==> src/rtl/ped_pkg.sv <==
// rtl/ped_pkg.sv - shared state type, default timings and lamp helper for ped_crossing_ctrl
package ped_pkg;

  // Default crossing timings, in clock cycles
  localparam int PED_WALK_CYCLES  = 20;
  localparam int PED_FLASH_CYCLES = 10;
  localparam int PED_FLASH_HALF   = 2;

  typedef enum logic [2:0] {
    ST_IDLE,
    ST_WAIT_RED,
    ST_WALK,
    ST_FLASH,
    ST_CLEAR,
    ST_FAULT
  } ped_state_e;

  // Exactly one vehicle lamp lit is the only legal combination
  function automatic logic lamps_one_hot(input logic red, input logic yellow, input logic green);
    return (red & ~yellow & ~green) | (~red & yellow & ~green) | (~red & ~yellow & green);
  endfunction

endpackage

==> src/rtl/btn_sync_edge.sv <==
// rtl/btn_sync_edge.sv - two-flop synchronizer with rising-edge detect for the push-button
//
// Ports:
//   clk     - system clock
//   reset   - asynchronous active-low reset, clears all flops
//   i_btn   - raw asynchronous push-button level
//   o_edge  - one-cycle pulse on a synchronized rising edge of i_btn
module btn_sync_edge (
  input  logic clk,
  input  logic reset,
  input  logic i_btn,
  output logic o_edge
);

  logic r_sync1;
  logic r_sync2;
  logic r_sync2_d;

  always_ff @(posedge clk or negedge reset) begin
    if (!reset) begin
      r_sync1   <= 1'b0;
      r_sync2   <= 1'b0;
      r_sync2_d <= 1'b0;
    end else begin
      r_sync1   <= i_btn;
      r_sync2   <= r_sync1;
      r_sync2_d <= r_sync2;
    end
  end

  assign o_edge = r_sync2 & ~r_sync2_d;

endmodule

==> src/rtl/ped_crossing_ctrl.sv <==
// rtl/ped_crossing_ctrl.sv - pedestrian crossing controller slaved to a vehicle traffic light
//
// Optional feature: define PED_CHIRP_EN to build the audible chirp driver;
// otherwise chirp is tied low.
//
// Ports:
//   clk        - system clock, rising edge
//   reset      - asynchronous active-low reset
//   red        - vehicle red lamp (synchronous)
//   yellow     - vehicle yellow lamp (synchronous)
//   green      - vehicle green lamp (synchronous)
//   ped_btn    - raw pedestrian push-button (asynchronous level)
//   ped_req    - registered crossing request to the traffic light
//   walk       - walk lamp
//   dont_walk  - don't-walk lamp (flashes near the end of the crossing)
//   countdown  - remaining crossing cycles, 0 outside WALK/FLASH
//   fault      - sticky illegal-lamp flag, cleared only by reset
//   chirp      - audible signal drive
module ped_crossing_ctrl
  import ped_pkg::*;
#(
  parameter int WALK_CYCLES  = PED_WALK_CYCLES,
  parameter int FLASH_CYCLES = PED_FLASH_CYCLES,
  parameter int FLASH_HALF   = PED_FLASH_HALF
) (
  input  logic       clk,
  input  logic       reset,
  input  logic       red,
  input  logic       yellow,
  input  logic       green,
  input  logic       ped_btn,
  output logic       ped_req,
  output logic       walk,
  output logic       dont_walk,
  output logic [7:0] countdown,
  output logic       fault,
  output logic       chirp
);

  localparam int               HALF_W    = (FLASH_HALF > 1) ? $clog2(FLASH_HALF) : 1;
  localparam logic [7:0]       CD_LOAD   = 8'(WALK_CYCLES + FLASH_CYCLES - 1);
  localparam logic [7:0]       CD_FLASH  = 8'(FLASH_CYCLES);
  localparam logic [HALF_W-1:0] HALF_LOAD = HALF_W'(FLASH_HALF - 1);
  localparam logic [HALF_W-1:0] HALF_ONE  = HALF_W'(1);

  // The 8-bit countdown must hold the full crossing, and the phase timers
  // need at least one cycle each.
  if ((WALK_CYCLES + FLASH_CYCLES) > 256 || FLASH_HALF == 0 ||
      WALK_CYCLES < 1 || FLASH_CYCLES < 1) begin : g_param_check
    $error("ped_crossing_ctrl: illegal WALK_CYCLES/FLASH_CYCLES/FLASH_HALF combination");
  end

  logic              w_btn_edge;
  logic              w_red_rise;
  logic              w_lamps_ok;

  ped_state_e        r_state;
  logic              r_pending;
  logic              r_walk;
  logic              r_dont_walk;
  logic [7:0]        r_countdown;
  logic              r_fault;
  logic [HALF_W-1:0] r_half_cnt;
  logic              r_red_d;
`ifdef PED_CHIRP_EN
  logic              r_chirp;
`endif

  btn_sync_edge u_btn_sync_edge (
    .clk    (clk),
    .reset  (reset),
    .i_btn  (ped_btn),
    .o_edge (w_btn_edge)
  );

  // Red history for rising-edge detection; a red already lit when the
  // request arrives must not start a crossing.
  always_ff @(posedge clk or negedge reset) begin
    if (!reset) begin
      r_red_d <= 1'b0;
    end else begin
      r_red_d <= red;
    end
  end

  assign w_red_rise = red & ~r_red_d;
  assign w_lamps_ok = lamps_one_hot(red, yellow, green);

  // The request line and the pending flag are the same piece of state:
  // both set on a button edge and both clear on WALK entry or FAULT.
  always_ff @(posedge clk or negedge reset) begin
    if (!reset) begin
      r_state     <= ST_IDLE;
      r_pending   <= 1'b0;
      r_walk      <= 1'b0;
      r_dont_walk <= 1'b1;
      r_countdown <= 8'd0;
      r_fault     <= 1'b0;
      r_half_cnt  <= '0;
`ifdef PED_CHIRP_EN
      r_chirp     <= 1'b0;
`endif
    end else if (!w_lamps_ok || r_state == ST_FAULT) begin
      // Illegal lamps win over everything, including a coincident button edge
      r_state     <= ST_FAULT;
      r_fault     <= 1'b1;
      r_pending   <= 1'b0;
      r_walk      <= 1'b0;
      r_dont_walk <= 1'b1;
      r_countdown <= 8'd0;
`ifdef PED_CHIRP_EN
      r_chirp     <= 1'b0;
`endif
    end else if ((r_state == ST_WALK || r_state == ST_FLASH) && !red) begin
      // Vehicles released early: abandon the crossing
      if (w_btn_edge) r_pending <= 1'b1;
      r_state     <= ST_CLEAR;
      r_walk      <= 1'b0;
      r_dont_walk <= 1'b1;
      r_countdown <= 8'd0;
`ifdef PED_CHIRP_EN
      r_chirp     <= 1'b0;
`endif
    end else begin
      if (w_btn_edge) r_pending <= 1'b1;
      case (r_state)
        ST_IDLE: begin
          if (w_btn_edge) r_state <= ST_WAIT_RED;
        end
        ST_WAIT_RED: begin
          if (w_red_rise) begin
            // Clearing here also absorbs a press landing on the same edge
            r_state     <= ST_WALK;
            r_pending   <= 1'b0;
            r_walk      <= 1'b1;
            r_dont_walk <= 1'b0;
            r_countdown <= CD_LOAD;
`ifdef PED_CHIRP_EN
            r_chirp     <= 1'b1;
`endif
          end
        end
        ST_WALK: begin
          r_countdown <= r_countdown - 8'd1;
          if (r_countdown == CD_FLASH) begin
            r_state     <= ST_FLASH;
            r_walk      <= 1'b0;
            r_dont_walk <= 1'b1;
            r_half_cnt  <= HALF_LOAD;
`ifdef PED_CHIRP_EN
            r_chirp     <= 1'b1;
`endif
          end else begin
`ifdef PED_CHIRP_EN
            r_chirp     <= ~r_chirp;
`endif
          end
        end
        ST_FLASH: begin
          if (r_countdown == 8'd0) begin
            r_state     <= ST_CLEAR;
            r_dont_walk <= 1'b1;
`ifdef PED_CHIRP_EN
            r_chirp     <= 1'b0;
`endif
          end else begin
            r_countdown <= r_countdown - 8'd1;
            if (r_half_cnt == '0) begin
              r_half_cnt  <= HALF_LOAD;
              r_dont_walk <= ~r_dont_walk;
`ifdef PED_CHIRP_EN
              r_chirp     <= ~r_dont_walk;
`endif
            end else begin
              r_half_cnt  <= r_half_cnt - HALF_ONE;
            end
          end
        end
        ST_CLEAR: begin
          r_state <= (r_pending || w_btn_edge) ? ST_WAIT_RED : ST_IDLE;
        end
        default: begin
          r_state <= ST_IDLE;
        end
      endcase
    end
  end

  assign ped_req   = r_pending;
  assign walk      = r_walk;
  assign dont_walk = r_dont_walk;
  assign countdown = r_countdown;
  assign fault     = r_fault;

`ifdef PED_CHIRP_EN
  assign chirp = r_chirp;
`else
  assign chirp = 1'b0;
`endif

endmodule
==> config.mk <==
export PLATFORM = sky130hd
export DESIGN_NAME = ped_crossing_ctrl
export DESIGN_NICKNAME = d
export VERILOG_FILES = /design/src/rtl/ped_pkg.sv /design/src/rtl/btn_sync_edge.sv /design/src/rtl/ped_crossing_ctrl.sv
export SDC_FILE = /design/constraint.sdc
export NUM_CORES = 1
export LEC_CHECK = 0
export BUFFER_PORTS_ARGS = -buffer_cell sky130_fd_sc_hd__buf_2
export CORE_UTILIZATION = 56
export CTS_CLUSTER_SIZE = 16
export DETAILED_ROUTE_END_ITERATION = 16
export PLACE_DENSITY = 0.84
export SYNTH_ARGS = -nofsm -noshare
export SYNTH_HDL_FRONTEND = slang
export SYNTH_SLANG_ARGS = --single-unit
export TNS_END_PERCENT = 50
==> constraint.sdc <==
create_clock -name clk -period 2.27 [get_ports clk]
set_input_delay 0.1135 -clock clk [delete_from_list [all_inputs] [get_ports clk]]
set_output_delay 0.1135 -clock clk [all_outputs]
set_load 0.02 [all_outputs]
* Yosys cells after proc, flatten, opt, wreduce, memory -nomap -nowiden
Index checks and enable logic that the tools add are counted.
Widths: inputs -> output; s select.
** Cells by class
- $add $sub $neg :: 2
- Equality and inequality tests :: 14
- Mux-type cells :: 33
- Bitwise logic cells :: 18
- Reductions and logical operators :: 16
** Operators by type and width (number)
- $mux 8 :: 4
- $pmux 8 s3 :: 1
- $mux 1 :: 18
- $mux 3 :: 6
- $pmux 3 s5 :: 1
- $ne 4x4->1 const B :: 3
- $and 1x1->1 :: 8
- $eq 8x4->1 const B :: 1
- $logic_not 8->1 :: 1
- $ne 4x2->1 const B :: 2
- $not 1->1 :: 8
- $reduce_and 4->1 :: 2
- $sub 8x1->8 const B :: 1
- $eq 3x2->1 const B :: 2
- $eq 3x3->1 const B :: 2
- $reduce_and 3->1 :: 2
- $ne 5x3->1 const B :: 1
- $reduce_and 5->1 :: 1
- $reduce_bool 5->1 :: 1
- $pmux 1 s2 :: 2
- $reduce_bool 4->1 :: 1
- $eq 3x1->1 const B :: 1
- $logic_not 3->1 :: 1
- $logic_or 1x1->1 :: 3
- other kinds (8) :: 10
** Storage, ports and cells
- Bits in registers :: 20
- Output and inout bits :: 13
- Logic and storage cells :: 94

* Longest topological paths before layout
- Word-level depth :: 9
- Mapped depth :: 7
- Depth with buffers taken out :: 7

* Hierarchy
A second synthesis with hierarchy kept.
** Second synthesis, totals
- Cell total of the unflattened synthesis :: 130
- Area total of the unflattened synthesis :: 1277.5 um2
** By module, submodules not included
- ped_crossing_ctrl :: instances 1, cells an instance 126, area an instance 1188.6 um2, sequential area each 426.7 um2
- btn_sync_edge :: instances 1, cells an instance 4, area an instance 88.8 um2, sequential area each 75.1 um2

* Least setup slack after synthesis
OpenSTA, ideal clock, no wires.
- Kind :: reg2reg
- From :: reg r_countdown[5] (netlist: countdown[5])
- To :: reg r_dont_walk (netlist: dont_walk)
- Data arrival time :: 1.729 ns
- Data required time :: 2.190 ns
- Slack :: 0.462 ns
- Cell stages (with the launch flop) :: 6
- Path buffers :: 0
- Cells stage by stage :: dfrtp_1 -> nor4_4 -> and4b_1 -> o31ai_1 -> or3_1 -> o22a_1
** On the way
- Longest elaborated chain between the ends :: 5
** Ends and longest elaborated chain
- start, declared :: line ped_crossing_ctrl.sv:61 : logic [7:0] r_countdown;
- start signal, assigned :: line ped_crossing_ctrl.sv:144 : r_countdown <= r_countdown - 8'd1;
- start signal, assigned :: line ped_crossing_ctrl.sv:167 : r_countdown <= r_countdown - 8'd1;
- $logic_not 8->1 :: line ped_crossing_ctrl.sv:160 : if (r_countdown == 8'd0) begin
- $mux 1 :: line ped_crossing_ctrl.sv:160
- $pmux 1 s3 :: line ped_crossing_ctrl.sv:126 : case (r_state)
- $mux 1 :: line ped_crossing_ctrl.sv:114 : end else if ((r_state == ST_WALK || r_state == ST_FLASH) && !red) begin
- $mux 1 :: line ped_crossing_ctrl.sv:103 : end else if (!w_lamps_ok || r_state == ST_FAULT) begin
- end signal, assigned :: line ped_crossing_ctrl.sv:170 : r_dont_walk <= ~r_dont_walk;
- end, declared :: line ped_crossing_ctrl.sv:60 : logic r_dont_walk;
Parallel ways exist; a longest one is shown, timed or not.
A chain may end at the register's enable or synchronous reset.

* Worst setup path after layout
Same ends and word-level chain as after synthesis.

==> results.tsv <==
stage	metric	value	unit
floorplanning	rows	16	
logic_synthesis	synth_common_cells	dfrtp_1 (19), nand2_1 (18), nor2_1 (9)	
placement	port_buffers	17	
timing	worst_slew_pin_slew	0.516	ns
logic_synthesis	syn-cell-area	1280	µm²
global_route	busiest_layer	met2	
logic_synthesis	synth.most_common_cell	dfrtp_1	
global_route	met2_usage	0.421	
route	drt_iter0_markers	73	
route	viasPerCell	6.36	
logic_synthesis	ys.flop_type	dfrtp_1	
finish	diodes	0	
timing	hold_violations	0	
global_route	grt-ovfl-total	0	
logic_synthesis	seq_area_frac_synth	0.391	
timing	fmax	0.510	GHz
logic_synthesis	synthTopCellsByArea	dfrtp_1 (37%), nand2_1 (5.3%), nor3_1 (3.1%)	
global_route	antenna_found_initial	0	
logic_synthesis	yosysWarnings	0	
logic_synthesis	yosysTopAreaCellShare	0.371	
critical_path	crit_type	reg -> reg	
finish	final_core_util	0.687	
placement	dp_hpwl	2180	µm
route	ant_nets	0	
finish	final_cells	184	
floorplanning	core	2060	µm²
timing	finalClockSkew	0.0207	ns
global_route	track_usage	0.271	
floorplanning	dieHeight	49.9	µm
hold_path	hold_path.class	in -> reg	
run	drv_cap	0	
placement	globalplace.congestion	0.938	
global_route	grt_pass1_vias	1072	
finish	regArea	502	µm²
logic_synthesis	syn-num-nets	148	
route	drt-pass1-iter-count	4	
cts	clk_latency	0.32	ns
route	vias	1171	
critical_path	cp_num_buf_inv	0	
logic_synthesis	yosysUniqueCellTypes	52	
finish	fillerInstances	168	
finish	area_delta_synth_final	10.4	%
status	status	completed	
floorplanning	ios	19	
logic_synthesis	synth_top_cell_by_area	dfrtp_1	
route	drc	0	
placement	dp_slack	0.338	ns
logic_synthesis	synth-async-reset-ratio	1.00	
critical_path	cp_max_fo	7	
floorplanning	initial_core_util	0.622	
critical_path	cpPeakStageDelay	0.48	ns
timing	holdWs	0.00617	ns
logic_synthesis	postSynthAreaPerCell	9.23	µm²
global_route	grt_max_degree	21	
route	drt_wl_total	2980	µm
placement	dp_cells	178	
pwr	ir_drop	0.000384	V
route	routedWlPerCell	16.2	µm
critical_path	start_kind	register	
global_route	grt_pass1_wl	5060	µm
timing	relSlewSlack	0.653	
cts	cts_max_level	1	
timing	report.final.setup_viol	0	
critical_path	path_cells	nor4_4 -> and4b_1 -> o31ai_1 -> or3_1 -> o22a_1	
cts	clock_path_buffers	2	
pwr	cellLeakagePower	0.589	nW
finish	drive_above_1_share	0.210	
critical_path	arrival	2.19	ns
floorplanning	die-area	2490	µm²
global_route	grt_use_met1	0.387	
timing	fin_crit	1.96	ns
finish	nets	167	
floorplanning	dieWidth	49.9	µm
pwr	p_per_area	410	nW/µm²
cts	clk_pin_slew	0.12	ns
logic_synthesis	syn_inst	139	
logic_synthesis	synth-edff-count	0	
cts	post-cts-setup-buffers	0	
cts	cts_root_buffer	clkbuf_4	
timing	slew_viol_final	0	
cts	cts_tree	built	
logic_synthesis	synth-seq-cells	20	
global_route	grtUsageMet3	0.0309	
cts	cts_buffers	3	
critical_path	endpoint_kind	register	
critical_path	cp.required	2.50	ns
finish	multi_input_area	704	µm²
cts	clock-sinks	20	
timing	fin_ws	0.308	ns
timing	fin_crit_sh	0.864	
critical_path	cpMaxStageDelayCell	dfrtp_1	
timing	tns	0	ns
timing	rsz0062_at_grt	no	
critical_path	cp_top_family	simple AND/OR/NAND/NOR gates	
[cells by family (layout without fill, tap and decap cells)]
group / count (synthesis) / in the layout / synth area share
adders and majority gates: 3 / 3 / 0.0293
and+or+nand+nor: 60 / 60 / 0.275
other: 1 / 1 / 0.00292
AOI/OAI and AO/OA: 39 / 39 / 0.226
buffers and inverters: 14 / 32 / 0.0595
DFF: 20 / 20 / 0.391
xor gates and xnor gates: 1 / 1 / 0.00683
muxes: 1 / 1 / 0.00878
[placed cells by master (no fill, tap or decap), drive strengths merged, types with 2 or more instances in the layout]
cell type,instances
ha,3
a221oi,3
buf,20
nor4,3
nand4,2
nor4b,3
clkbuf,4
dlygate4sd3,2
a211oi,2
a31oi,2
dfrtp,19
nand3,2
nand2,18
nor2b,3
and2,2
o21ai,10
nor2,9
inv,6
nor3,8
nor3b,2
a21oi,7
or4,2
o31ai,2
[sequential cells by signal (all words and copies together), names as in the netlist]
signal and cells:
fault 1, walk 1, dont_walk 1, r_red_d 1
u_btn_sync_edge.r_sync2_d 1, ped_req 1, u_btn_sync_edge.r_sync2 1, r_state 3
countdown 8, r_half_cnt 1, u_btn_sync_edge.r_sync1 1
[timing repair]
item,CTS,global route
hold buffers,2,0
hold endpoints to repair,20,0
resized for setup,0,0
[power by group]
group	internal, mW	leakage, nW	switching [mW]
Combinational	0.0108	0.323	0.0267
Clock	0.0687	0.0150	0.112
Sequential	0.360	0.251	0.00167
Total	0.439	0.589	0.141
[worst register-to-register path, stage by stage, from the launching register on]
cell and delay [ns]:
dfrtp_1 0.48, nor4_4 0.44, and4b_1 0.29, o31ai_1 0.11, or3_1 0.40, o22a_1 0.18
[per-stage QoR]
stage                     area [µm²]  total power, mW
after floorplan                 1280            0.393
after global placement          1370            0.402
after detailed placement        1370            0.403
after CTS                       1420            0.581
after global routing            1420            0.601
final                           1420            0.580
[layer usage]
metal / part of all wire / routed length [µm]
met1: 0.45 / 1340
met2: 0.46 / 1380
met3: 0.060 / 179
met4: 0.025 / 76
met5: 0 / 0
[final timing paths]
kind / startpoint / endpoint / slack, ns / cells past startpoint
max: countdown[5] / dont_walk / 0.31 / 5
max in group asynchronous: reset / dont_walk / 1.66 / 2
min reg2reg: u_btn_sync_edge.r_sync1 / u_btn_sync_edge.r_sync2 / 0.41 / 0
max reg2reg: countdown[5] / dont_walk / 0.31 / 5
min in group asynchronous: reset / fault / 0.25 / 2
min: red / r_red_d / 0.006 / 1
[final cells by class]
cell class	instances	share of cell area
inverters	6	0.0159
clock buffers	4	0.0186
repair buffers	22	0.0901
well taps	27	0.0239
multi-input cells	105	0.497
flip-flops and latches	20	0.354
Power figures use the tool's default switching activity.
